**config.mk**
```make
export PLATFORM = sky130hd
export DESIGN_NAME = seq_addsub_flat
export DESIGN_NICKNAME = d
export VERILOG_FILES = /design/src/rtl/seq_addsub_pkg.sv /design/src/rtl/seq_addsub_if.sv /design/src/rtl/seq_addsub_chunk_rca.sv /design/src/rtl/seq_addsub.sv /design/src/flat_wrapper.sv
export SDC_FILE = /design/constraint.sdc
export NUM_CORES = 1
export LEC_CHECK = 0
export CAP_MARGIN = 20
export CORE_AREA = 4 4 97 99
export DETAILED_ROUTE_END_ITERATION = 7
export DIE_AREA = 0 0 101 103
export PLACE_DENSITY = 0.55
export SYNTH_ARGS = -nofsm -noshare
export SYNTH_HDL_FRONTEND = slang
export SYNTH_SLANG_ARGS = --single-unit
```
**constraint.sdc**
```tcl
create_clock -name clk -period 3.4 [get_ports clk]
set_input_delay 0.68 -clock clk [delete_from_list [all_inputs] [get_ports clk]]
set_output_delay 0.68 -clock clk [all_outputs]
set_load 0.005 [all_outputs]
```
**src/rtl/seq_addsub_pkg.sv**
```systemverilog
// Shared ALU definitions: op encodings and the
// sequencer state type for the multi-cycle adder.
package alu_pkg;

  localparam logic OP_ADD = 1'b0;
  localparam logic OP_SUB = 1'b1;

  typedef enum logic [1:0] {
    IDLE,
    RUN,
    DONE
  } state_t;

endpackage

```
**src/rtl/seq_addsub_if.sv**
```systemverilog
// Request/result bundle for seq_addsub.
// The requester drives start/op/operands.
interface seq_addsub_if #(
  parameter int WIDTH = 16
);

  logic             start;
  logic             op;
  logic [WIDTH-1:0] a;
  logic [WIDTH-1:0] b;
  logic             cin;
  logic             busy;
  logic             done;
  logic [WIDTH-1:0] sum;
  logic             cout;
  logic             ovf;

  modport master (
    output start, op, a, b, cin,
    input  busy, done, sum, cout, ovf
  );

  modport slave (
    input  start, op, a, b, cin,
    output busy, done, sum, cout, ovf
  );

endinterface

```
**src/rtl/seq_addsub_chunk_rca.sv**
```systemverilog
// CHUNK-bit ripple-carry slice; also exposes the
// carry into its top bit for overflow detection.
module chunk_rca #(
  parameter int CHUNK = 4
) (
  input  logic [CHUNK-1:0] x,
  input  logic [CHUNK-1:0] y,
  input  logic             cin,
  output logic [CHUNK-1:0] z,
  output logic             cout,
  output logic             c_msb
);

  logic [CHUNK:0] c;

  assign c[0] = cin;

  for (genvar i = 0; i < CHUNK; i++) begin : g_bit
    assign z[i]   = x[i] ^ y[i] ^ c[i];
    assign c[i+1] = (x[i] & y[i]) |
                    (c[i] & (x[i] ^ y[i]));
  end

  assign cout  = c[CHUNK];
  assign c_msb = c[CHUNK-1];

endmodule

```
**src/rtl/seq_addsub.sv**
```systemverilog
// Multi-cycle add/sub: one CHUNK-bit slice per
// clock through a single shared ripple slice.
module seq_addsub
  import alu_pkg::*;
#(
  parameter int WIDTH = 16,
  parameter int CHUNK = 4
) (
  input logic         clk,
  input logic         rst_n,
  seq_addsub_if.slave bus
);

  localparam int NCH = WIDTH / CHUNK;
  localparam int IW  = (NCH > 1) ?
                       $clog2(NCH) : 1;
  localparam logic [IW-1:0] LAST = IW'(NCH - 1);
  localparam logic [WIDTH-1:0] SMASK =
    WIDTH'({CHUNK{1'b1}});

  state_t           state_q, state_d;
  logic [IW-1:0]    idx_q;
  logic [WIDTH-1:0] a_q, b_q, sum_q;
  logic             carry_q, cout_q;
  logic             ovf_q, done_q;

  logic             accept, last;
  logic [31:0]      sh;
  logic [WIDTH-1:0] mask, sum_d;
  logic [CHUNK-1:0] x, y, z;
  logic             co, cmsb;

  assign accept = (state_q == IDLE) & bus.start;
  assign last   = (idx_q == LAST);
  assign sh     = 32'(idx_q) * CHUNK;
  assign x      = CHUNK'(a_q >> sh);
  assign y      = CHUNK'(b_q >> sh);
  assign mask   = SMASK << sh;
  assign sum_d  = (sum_q & ~mask) |
                  ((WIDTH'(z) << sh) & mask);

  chunk_rca #(
    .CHUNK(CHUNK)
  ) u_rca (
    .x     (x),
    .y     (y),
    .cin   (carry_q),
    .z     (z),
    .cout  (co),
    .c_msb (cmsb)
  );

  always_ff @(posedge clk or negedge rst_n) begin
    if (!rst_n) state_q <= IDLE;
    else        state_q <= state_d;
  end

  always_comb begin
    state_d = state_q;
    unique case (state_q)
      IDLE:    if (bus.start) state_d = RUN;
      RUN:     if (last)      state_d = DONE;
      DONE:    state_d = IDLE;
      default: state_d = IDLE;
    endcase
  end

  always_comb begin
    bus.busy = (state_q != IDLE);
  end

  // Subtract is folded in at capture: a + ~b + ~cin.
  always_ff @(posedge clk or negedge rst_n) begin
    if (!rst_n) begin
      idx_q   <= '0;
      a_q     <= '0;
      b_q     <= '0;
      sum_q   <= '0;
      carry_q <= 1'b0;
      cout_q  <= 1'b0;
      ovf_q   <= 1'b0;
      done_q  <= 1'b0;
    end else begin
      done_q <= (state_q == DONE);
      if (accept) begin
        a_q     <= bus.a;
        b_q     <= bus.b ^
                   {WIDTH{bus.op == OP_SUB}};
        carry_q <= bus.cin ^ bus.op;
        idx_q   <= '0;
      end else if (state_q == RUN) begin
        sum_q   <= sum_d;
        carry_q <= co;
        if (last) begin
          cout_q <= co;
          ovf_q  <= cmsb ^ co;
        end else begin
          idx_q  <= idx_q + 1'b1;
        end
      end
    end
  end

  assign bus.done = done_q;
  assign bus.sum  = sum_q;
  assign bus.cout = cout_q;
  assign bus.ovf  = ovf_q;

endmodule

```
**src/flat_wrapper.sv**
```systemverilog
// flat-port wrapper written by rule: the top's interface ports become plain ports
module seq_addsub_flat import alu_pkg::*;
#(
  parameter int WIDTH = 16,
  parameter int CHUNK = 4
)
  (clk, rst_n, bus_start, bus_op, bus_a, bus_b, bus_cin, bus_busy, bus_done, bus_sum, bus_cout, bus_ovf);
  seq_addsub_if #(.WIDTH(WIDTH)) bus_i ();
  input logic clk;
  input logic rst_n;
  input wire logic [$bits(bus_i.start)-1:0] bus_start;
  input wire logic [$bits(bus_i.op)-1:0] bus_op;
  input wire logic [$bits(bus_i.a)-1:0] bus_a;
  input wire logic [$bits(bus_i.b)-1:0] bus_b;
  input wire logic [$bits(bus_i.cin)-1:0] bus_cin;
  output wire logic [$bits(bus_i.busy)-1:0] bus_busy;
  output wire logic [$bits(bus_i.done)-1:0] bus_done;
  output wire logic [$bits(bus_i.sum)-1:0] bus_sum;
  output wire logic [$bits(bus_i.cout)-1:0] bus_cout;
  output wire logic [$bits(bus_i.ovf)-1:0] bus_ovf;
  assign bus_i.start = bus_start;
  assign bus_i.op = bus_op;
  assign bus_i.a = bus_a;
  assign bus_i.b = bus_b;
  assign bus_i.cin = bus_cin;
  assign bus_busy = bus_i.busy;
  assign bus_done = bus_i.done;
  assign bus_sum = bus_i.sum;
  assign bus_cout = bus_i.cout;
  assign bus_ovf = bus_i.ovf;
  seq_addsub #(.WIDTH(WIDTH), .CHUNK(CHUNK)) u_core (.clk(clk), .rst_n(rst_n), .bus(bus_i));
endmodule
```
# Word level (Yosys, flattened, before mapping)
# Index checks and enable logic that the tools add are counted.
# W data, S select, Z words.
[op_classes] n_mux=8 shifts=4 addsub=1 n_bitwise=29 n_eq_ne=6 reduce_logical=7
[op_table] op="$and A16 B16 Y16" count=2
[op_table] op="$shr A16 B4 Y4" count=2
[op_table] op="$not A16 Y16" count=1
[op_table] op="$or A16 B16 Y16" count=1
[op_table] op="$shl A4 B4 Y16" count=1
[op_table] op="$shl A4 B4 Y16 const A" count=1
[op_table] op="$xor A16 B16 Y16" count=1
[op_table] op="$mux W2" count=5
[op_table] op="$xor A1 B1 Y1" count=10
[op_table] op="$and A1 B1 Y1" count=9
[op_table] op="$reduce_and A2 Y1" count=3
[op_table] op="$eq A2 B2 Y1 const B" count=2
[op_table] op="$ne A2 B1 Y1 const B" count=2
[op_table] op="$or A1 B1 Y1" count=4
[op_table] op="$pmux W2 S2" count=1
[op_table] op="$reduce_bool A2 Y1" count=2
[op_table] op="$reduce_and A3 Y1" count=1
[op_table] op="$add A2 B1 Y2 const B" count=1
[op_table] op="$eq A2 B1 Y1 const B" count=1
[op_table] op="$logic_not A2 Y1" count=1
[op_table] op="$mux W1" count=2
[op_table] op="$ne A2 B2 Y1 const B" count=1
[op_table] op="$not A1 Y1" count=1
[totals] elab_cells=64 in_bits=37 regBits=56

# Depth between registers and ports, before layout
[depth] depth_word=12 mapped_depth=12

# Hierarchy
# Synthesis repeated with hierarchy kept, for this count alone.
[unflattened] hier_cells=232 area_unflattened_um2=2686.3
[by_module_without_submodules] module="seq_addsub" cells_each=220 seq_area_each_um2=1401.3 n_inst=1 area_per_inst_um2=2576.2
[by_module_without_submodules] module="chunk_rca" cells_each=12 seq_area_each_um2=0.0 n_inst=1 area_per_inst_um2=110.1

# Least setup slack after synthesis
# No wires, ideal clock.
[synth_timing] path_kind="flip-flop to flip-flop" start="register u_core.idx_q[0]" end="register (tool-made name)" n_path_buf=1 arrival_ns=2.697 required_ns=3.317 path_slack_ns=0.620 path_stages_with_launch=13 path_cell_list="dfrtp_1 > buf_4 > mux4_2 > inv_1 > fa_1 > inv_1 > fa_1 > inv_1 > fa_1 > inv_1 > fa_1 > nand3_1 > o21ai_0"
[synth_rtl] item="start, declared" line="seq_addsub.sv:22" rtl="logic [IW-1:0] idx_q;"
[synth_rtl] item="start signal, assigned" line="seq_addsub.sv:98" rtl="idx_q <= idx_q + 1'b1;"

==> impl_metrics.ini <==
[cells_and_area]
regArea_sq_um = 1400
final_core_util_pct = 40.0
diodes = 0
layout_commonest_cell = dfrtp_1
layout_common_cells = dfrtp_1, clkdlybuf4s50_1, nand2_1
drive_above_1_share_pct = 9.82
multiInputGateArea_sq_um = 1150
syn_to_final_growth_pct = 28.1
nNetsFinal = 330
fillers = 841

[clock_network]
cts_tree = built
cts_setup_buffers = 0
ctsHtreeMaxLevel = 2
cts.sinks = 56
numCtsBuffers = 5
cts_resized = 0
cts.clk_slew.worst_paths_ns = 0.09
cts_hold_buf = 0
worst_skew_pair.late_latency_ns = 0.30
root_buffer = clkbuf_8
clock_path_buffers = 2

[timing]
finalCritPeriodShare_pct = 83.6
min_period_ns = 2.84
hold_viol_final = 0
final_max_slew_viol_count = 0
skew_ns = 0.00694
rsz0062_at_grt = no
slew_headroom_pct = 42.0
fmaxAchievable_ghz = 0.352
tns_ns = 0
worst_slew_pin_slew_ns = 0.868
setup_viol = 0

[critical_path]
crit_type = flip-flop to flip-flop
required_ns = 3.62
arrival_ns = 3.07
rr_worst_depth = 11
cp_max_fo = 4
crit_path_start_kind = flip-flop
r2r-start = u_core.idx_q[0]$_DFFE_PN0P_
endpoint_kind = flip-flop
reg2reg_setup_slack_ns = 0.56

[global_route]
track_usage_pct = 11.4
grt_use_met2_pct = 18.7
grt_use_met1_pct = 15.1
grt_pass1_wl_mm = 9.30
grt_overflow = 0
grt_use_met3_pct = 2.50
antenna_found_initial = 0
busiest_layer = met2
grt_max_degree = 37
grt_pass1_vias = 1879

[synthesis]
netlist_area_sq_um = 2670
avgSynthCellArea_sq_um = 11.8
syn-num-nets = 272
seq_area_frac_synth_pct = 52.4
synth-seq-cells = 56
synthCells = 227
yosysUniqueCellTypes = 25
ys_warn_count = 0

[die]
die_y_um = 103
ios = 57
die_w_um = 101
coreArea_sq_um = 8550
rows = 34
start_util_pct = 31.3
dieArea_sq_um = 10400

[routing]
avgRoutedWirePerCell_um = 13.8
drtAntennaViolNets = 0
vias = 1781
first_pass_iters = 4
vias_per_cell = 4.53
drc_errors = 0
first_iter_violations = 28
routed_wl_mm = 5.42

[placed_design]
port-buffer-count = 56
hpwl_mm = 4.26
gp_congestion = 0.755

[flow_run]
drv_cap = 0

[outcome]
outcome = complete, no violations

[hold_path]
min_path_type = input port to asynchronous set/reset pin

[pwr]
p_leak_nw = 1.42
vdd_drop_max_mv = 0.434
powerDensity_nw_per_um2 = 912
p_total_mw = 3.12
## metal layers
metal / share of wire (%) / wire, um
met1: 45 / 2460
met2: 48 / 2600
met3: 5.4 / 295
met4: 1.1 / 57
met5: 0 / 0
## worst max-delay path, stage by stage, from the launching register on
cell     delay, ns
dfrtp_1       0.43
mux4_2        0.51
inv_1         0.10
fa_1          0.17
inv_1         0.05
fa_1          0.35
inv_1         0.07
fa_1          0.20
inv_1         0.06
fa_1          0.58
nand3_1       0.09
o21ai_0       0.13
## kinds of logic (layout without fill, tap and decap cells)
group	after synthesis	count (layout)	synth area share (%)
AO/OA/AOI/OAI	35	35	7.54
multiplexers	27	27	14.7
buffers and inverters	25	83	4.59
XOR/XNOR	18	18	5.90
flip-flops	56	56	52.4
AND/OR/NAND/NOR	58	58	9.97
adder cells (fa/ha/maj)	8	8	4.87
## layout make-up
type | count | share of cell area (%)
flip-flops and latches | 56 | 40.9
clock inverters | 1 | 0.146
inverters | 12 | 1.32
well taps | 108 | 3.95
multi-input cells | 146 | 33.6
repair buffers | 64 | 18.0
clock buffers | 6 | 2.12
## synth_stat cells
| master | count | area (sq um) |
|---|---|---|
| nor2_1 | 18 | 67.6 |
| o41ai_1 | 2 | 17.5 |
| mux2_1 | 15 | 169 |
| ha_1 | 4 | 50.1 |
| nand3_1 | 2 | 10.0 |
| xnor2_1 | 16 | 140 |
| nor3b_4 | 1 | 18.8 |
| dfrtp_1 | 56 | 1400 |
| o21ai_0 | 10 | 50.1 |
| nand3b_1 | 4 | 30.0 |
| mux2_2 | 3 | 33.8 |
| buf_4 | 5 | 37.5 |
| mux2i_1 | 1 | 10.0 |
| nand2_1 | 27 | 101 |
| a21oi_1 | 16 | 80.1 |
| o31ai_1 | 6 | 45.0 |
| buf_2 | 8 | 40.0 |
| inv_1 | 12 | 45.0 |
| xor2_1 | 2 | 17.5 |
| or2_2 | 1 | 6.26 |
| fa_1 | 4 | 80.1 |
| mux4_2 | 8 | 180 |
| nor2b_1 | 4 | 25.0 |
| nor3b_1 | 1 | 7.51 |
| a22o_1 | 1 | 8.76 |
## power breakdown
group | switching [mW] | leakage [nW] | internal (mW) | total (mW)
registers | 0.192 | 0.679 | 0.959 | 1.15
logic | 0.816 | 0.696 | 0.813 | 1.63
clock network | 0.203 | 0.0410 | 0.141 | 0.344
total | 1.21 | 1.42 | 1.91 | 3.12
## how the worst max path moves through the flow
stage                                start        end  cells after the start
2_1_floorplan  u_core.idx_q[0]$_DFFE_PN0P_  flip-flop                     12
3_3_place_gp   u_core.idx_q[0]$_DFFE_PN0P_  flip-flop                      9
3_5_place_dp   u_core.idx_q[0]$_DFFE_PN0P_  flip-flop                     11
4_1_cts        u_core.idx_q[0]$_DFFE_PN0P_  flip-flop                     11
5_1_grt        u_core.idx_q[0]$_DFFE_PN0P_  flip-flop                      9
6_report       u_core.idx_q[0]$_DFFE_PN0P_  flip-flop                     11
## stage by stage
stage | std cells | worst slack, ns | hold WS, ns | cell area (sq um)
finish | 393 | 0.557 | 0.470 | 3420
global route | 393 | 0.309 | 0.505 | 3420
CTS | 393 | 0.540 | 0.495 | 3420
detailed placement | 386 | 0.557 | 0.474 | 3350
global placement | 386 | 0.601 | 0.465 | 3350
floorplan | 227 | 0.620 | 0.384 | 2670
No activity file was read; power rests on OpenSTA's default activity.
==> variant 1 (same flow settings) <==
Reset style: synchronous (`rst_n`), changed in 2 clocked blocks.
--- a/src/rtl/seq_addsub.sv
+++ b/src/rtl/seq_addsub.sv
@@ -50,7 +50,7 @@
     .c_msb (cmsb)
   );
 
-  always_ff @(posedge clk or negedge rst_n) begin
+  always_ff @(posedge clk) begin
     if (!rst_n) state_q <= IDLE;
     else        state_q <= state_d;
   end
@@ -70,7 +70,7 @@
   end
 
   // Subtract is folded in at capture: a + ~b + ~cin.
-  always_ff @(posedge clk or negedge rst_n) begin
+  always_ff @(posedge clk) begin
     if (!rst_n) begin
       idx_q   <= '0;
       a_q     <= '0;
Function: differs if rst_n is asserted again (counterexample within 4 cycles, from zero or initial values and one cycle with rst_n low); with rst_n held inactive, the same outputs for 10 cycles.
==> variant 1 against the original RTL <==
Area after synthesis increased by 1.5%; first-iteration DRC count increased to 2.8 times the old value; setup slack worse by 0.15 ns; sequential cell count unchanged; final area up 0.44%; cell count is 12% higher; die area is the same; routed wire length grew 5.9%; critical path type unchanged; largest cell class is now multi-input gates.
Power is not compared: it rests on default switching activity, and its combinational part moved more than twofold at a synthesized area within 25%.
==> variant 1: results (changes against the original RTL) <==
Status
  • Status: completed

Critical path
  • CP Data Arrival Time: 3.23 ns (+0.16 ns)
  • CP top delay family: adder cells
  • Critical R2R Launch: u_core.idx_q[0]
  • Crit path max fanout: 18 (+14)
  • Reg-to-reg slack, setup: 0.41 ns (-0.15 ns)
  • R2R depth: 9 (-2)
  • CP max stage cell: mux4_2

STA
  • Tcrit/Tclk final: 88.0% (+4.4 points)
  • Hold_ws: 0.454 ns (-0.0156 ns)
  • Max-Slew Margin vs Limit: 55.3% (+13 points)
  • Final Skew: 0.0129 ns (+0.00595 ns)

Clock tree
  • Num CTS Buffers: 5 (unchanged)
  • Clk_lat worst skew: 0.31 ns
  • Clock transition at path regs: 0.11 ns (+0.02 ns)
  • H-Tree Depth: 2 (unchanged)

Global route
  • Initial antenna violation count: 0 (unchanged)
  • Pin count of the biggest net entering global routing: 56 (+51%)
  • First-pass GRT wire length: 9370 um (+0.74%)
  • Gr usage total: 11.3% (-0.021 points)

Route
  • Vias: 2038 (+14%)
  • Initial drt markers: 78 (+180%)
  • Total wire length: 5740 um (+5.9%)
  • Drt wl/cell: 13.1 um (-5.2%)

Final layout
  • # nets final: 375 (+14%)
  • Filler cells: 877 (+4.3%)
  • Layout cells sized above 1: 7.55% (-2.3 points)
  • N_diodes: 0 (unchanged)

Hold path
  • Cells on Worst Hold Path: 2
  • Min-delay worst type: flop to flop

Synthesis
  • Syn nets: 328 (+21%)
  • Fraction of registers with async set/reset: 0% (-100 points)
  • Top post-synthesis cells by area: dfxtp_1, nand2_1, a21boi_1
  • Mapped Cells: 283 (+25%)
  • Post-synth cell types: 32 (+28%)
  • Synth cell count leaders: nand2_1, dfxtp_1, a21boi_1, xnor2_1, o211a_1
  • Register area share after synthesis: 41.3% (-11 points)

Place
  • Detailed placement HPWL: 4240 um (-0.47%)
  • GP Congestion: 0.795 (+5.3%)
  • Placed instance area: 3350 um^2 (about the same)
  • Number of buffers added on ports: 56 (unchanged)
  • Pre-CTS setup slack: 0.399 ns (-0.158 ns)
  • Placed instance count: 431 (+12%)

Pwr
  • Leakage: 1.39 nW
  • Net Switching: roughly 0.00035 W
  • Max IR drop VDD: 0.185 mV
[variant 1: cell count changes in the layout (fill, tap and decap cells not counted), sizes merged, moves of 6 or more]
cell	before	now
nor2	18	4
a21oi	16	1
nand2	27	71
dfxtp	0	56
dfrtp	56	0
o211a	0	16
a21boi	0	34
mux2	18	0
o21ai	10	1
o31ai	6	0
[variant 1: area by class of cell]
type / instances / area, um^2 / area share, %
clock buffers: 5 / 68.8 / 2.00
multi-input cells: 196 / 1460 / 42.3
flip-flops and latches: 56 / 1120 / 32.6
inverters: 10 / 37.5 / 1.09
well taps: 108 / 135 / 3.93
clock inverters: 3 / 22.5 / 0.655
repair buffers: 61 / 598 / 17.4
[variant 1: routing by layer]
metal	vias up	track usage (%)	wire length (um)	share of wire, %
met5	-	0	0	0
met4	0	3.07	17	0.30
met3	2	2.44	309	5.4
met2	43	19.2	2710	47
met1	950	14.7	2700	47
li1	1043	-	-	-
[variant 1: worst max path at each step]
stage / start / to
2_1_floorplan: u_core.idx_q[1] / flop
3_3_place_gp: u_core.idx_q[0] / flop
3_5_place_dp: u_core.idx_q[0] / u_core.bus.ovf
4_1_cts: u_core.idx_q[0] / flop
5_1_grt: u_core.idx_q[0] / flop
6_report: u_core.idx_q[0] / flop
[variant 1: cells by family after synthesis]
group	after synthesis	synth area share [%]
flops	56	41.3
compound gates	53	16.0
buf+inv	31	5.30
fa+ha+maj	8	4.80
mux	10	7.38
simple gates	106	19.1
xor+xnor	19	6.13
[variant 1: power by group through the flow]
stage          sequential, W  clock [W]  combinational, W
6_report            0.000716   0.000368          0.000240
5_1_grt             0.000721   0.000415          0.000266
4_1_cts             0.000716   0.000386          0.000244
3_5_place_dp        0.000732          0          0.000244
3_3_place_gp        0.000733          0          0.000241
2_1_floorplan       0.000720          0          0.000162
==> variant 2 (same flow settings) <==
Without the edit above. `CHUNK` is set to 4 in 3 places; all go to 2.
--- a/src/rtl/seq_addsub_chunk_rca.sv
+++ b/src/rtl/seq_addsub_chunk_rca.sv
@@ -1,7 +1,7 @@
 // CHUNK-bit ripple-carry slice; also exposes the
 // carry into its top bit for overflow detection.
 module chunk_rca #(
-  parameter int CHUNK = 4
+  parameter int CHUNK = 2
 ) (
   input  logic [CHUNK-1:0] x,
   input  logic [CHUNK-1:0] y,
--- a/src/rtl/seq_addsub.sv
+++ b/src/rtl/seq_addsub.sv
@@ -4,7 +4,7 @@
   import alu_pkg::*;
 #(
   parameter int WIDTH = 16,
-  parameter int CHUNK = 4
+  parameter int CHUNK = 2
 ) (
   input logic         clk,
   input logic         rst_n,
--- a/src/flat_wrapper.sv
+++ b/src/flat_wrapper.sv
@@ -2,7 +2,7 @@
 module seq_addsub_flat import alu_pkg::*;
 #(
   parameter int WIDTH = 16,
-  parameter int CHUNK = 4
+  parameter int CHUNK = 2
 )
   (clk, rst_n, bus_start, bus_op, bus_a, bus_b, bus_cin, bus_busy, bus_done, bus_sum, bus_cout, bus_ovf);
   seq_addsub_if #(.WIDTH(WIDTH)) bus_i ();
Behaviour: not the same (Yosys sat finds a counterexample within 4 cycles, from zero or initial values and one cycle with rst_n low).
==> variant 2 against the original RTL <==
Area after synthesis is 2.2% higher; routed wire length is 3.3% higher; maximum frequency is 6.4% lower; final area is 4.7% higher; sequential cell count is 1 higher; total power is 6.3% higher; highest routed layer unchanged; setup slack worse by 0.19 ns; combinational power is 9% lower.
==> variant 2: results (changes against the original RTL) <==
Synthesis
  • Synth Area in Compound Gates: 5.18% (-2.4 points)
  • Top post-synthesis cells by area: dfrtp_1, mux2_2, mux4_2
  • Synth cell count leaders: dfrtp_1, mux2_2, nor2_1, xnor2_1, a21oi_1
  • Post-Synth Adder-Cell Area: 4.21% (-0.65 points)
  • Register area share after synthesis: 52.2% (-0.21 points)
  • Post-synth cell types: 30 (+20%)
  • FF+latch count, synth: 57 (+1.8%)
  • Mux share of post-synthesis cell area: 18.9% (+4.2 points)
  • Syn nets: 261 (-4.0%)

Final layout
  • Non-clock buffer share: 16.5% (-1.4 points)
  • Count of clock buffers in the final design: 13 (+7)
  • Register area: 1430 um^2 (+1.8%)
  • Number of non-clock buffers: 61 (-4.7%)
  • Non-Clock Inverter Count: 5 (-7)
  • Multi-input combinational gate total: 144 (-1.4%)
  • Multi-input gate share of total cell area: 34.1% (+0.55 points)
  • Layout cells sized above 1: 21.2% (+11 points)
  • Filler cells: 825 (-1.9%)
  • # nets final: 323 (-2.1%)
  • Clock network area share: 5.27% (+3.0 points)

Global route
  • Gr usage total: 11.6% (+0.22 points)
  • First-pass GRT wire length: 9210 um (-0.97%)
  • Vias in the first global route: 1833 (-2.4%)
  • Grt met3 use: 2.91% (+0.41 points)
  • Met2 Use GR: 17.9% (-0.76 points)

Route
  • DR WL met3: 320 um (+8.5%)
  • Total wire length: 5600 um (+3.3%)
  • Initial drt markers: 20 (-29%)
  • Vias: 1768 (-0.73%)

STA
  • Crit path time final: 3.04 ns (+0.194 ns)

Place
  • GP Congestion: 0.740 (-2.1%)
  • Detailed placement HPWL: 4060 um (-4.7%)

Status
  • Status: completed

Pwr
  • Leakage: 1.54 nW (+8.6%)
  • Max IR drop VDD: 0.341 mV (-22%)

Clock tree
  • Clk_lat worst skew: 0.33 ns (+0.03 ns)

Critical path
  • CP Data Arrival Time: 3.25 ns (+0.18 ns)
  • Reg-to-reg slack, setup: 0.36 ns (-0.19 ns)
  • R2R depth: 7 (-4)
  • Worst path max stage delay: 0.68 ns (+0.10 ns)
  • Crit path max fanout: 9 (+5)
## variant 2: where the power goes
group / internal [W] / switching, W / leakage [nW] / total (W)
clock: 0.000357 / 0.000259 / 0.0974 / 0.000616
combinational: 0.000842 / 0.000650 / 0.747 / 0.00149
sequential: 0.000983 / 0.000229 / 0.693 / 0.00121
total: 0.00218 / 0.00114 / 1.54 / 0.00332
## variant 2: through the flow
| stage | area [um^2] | hold WS (ns) | utilization (%) | instances |
|---|---|---|---|---|
| 2_1_floorplan | 2730 | 0.384 | - | 216 |
| 3_3_place_gp | 3400 | 0.490 | 39.7 | 375 |
| 3_5_place_dp | 3400 | 0.491 | 39.7 | 375 |
| 4_1_cts | 3580 | 0.428 | 41.9 | 391 |
| 5_1_grt | 3580 | 0.458 | 41.9 | 391 |
| 6_report | 3580 | 0.392 | 41.9 | 391 |
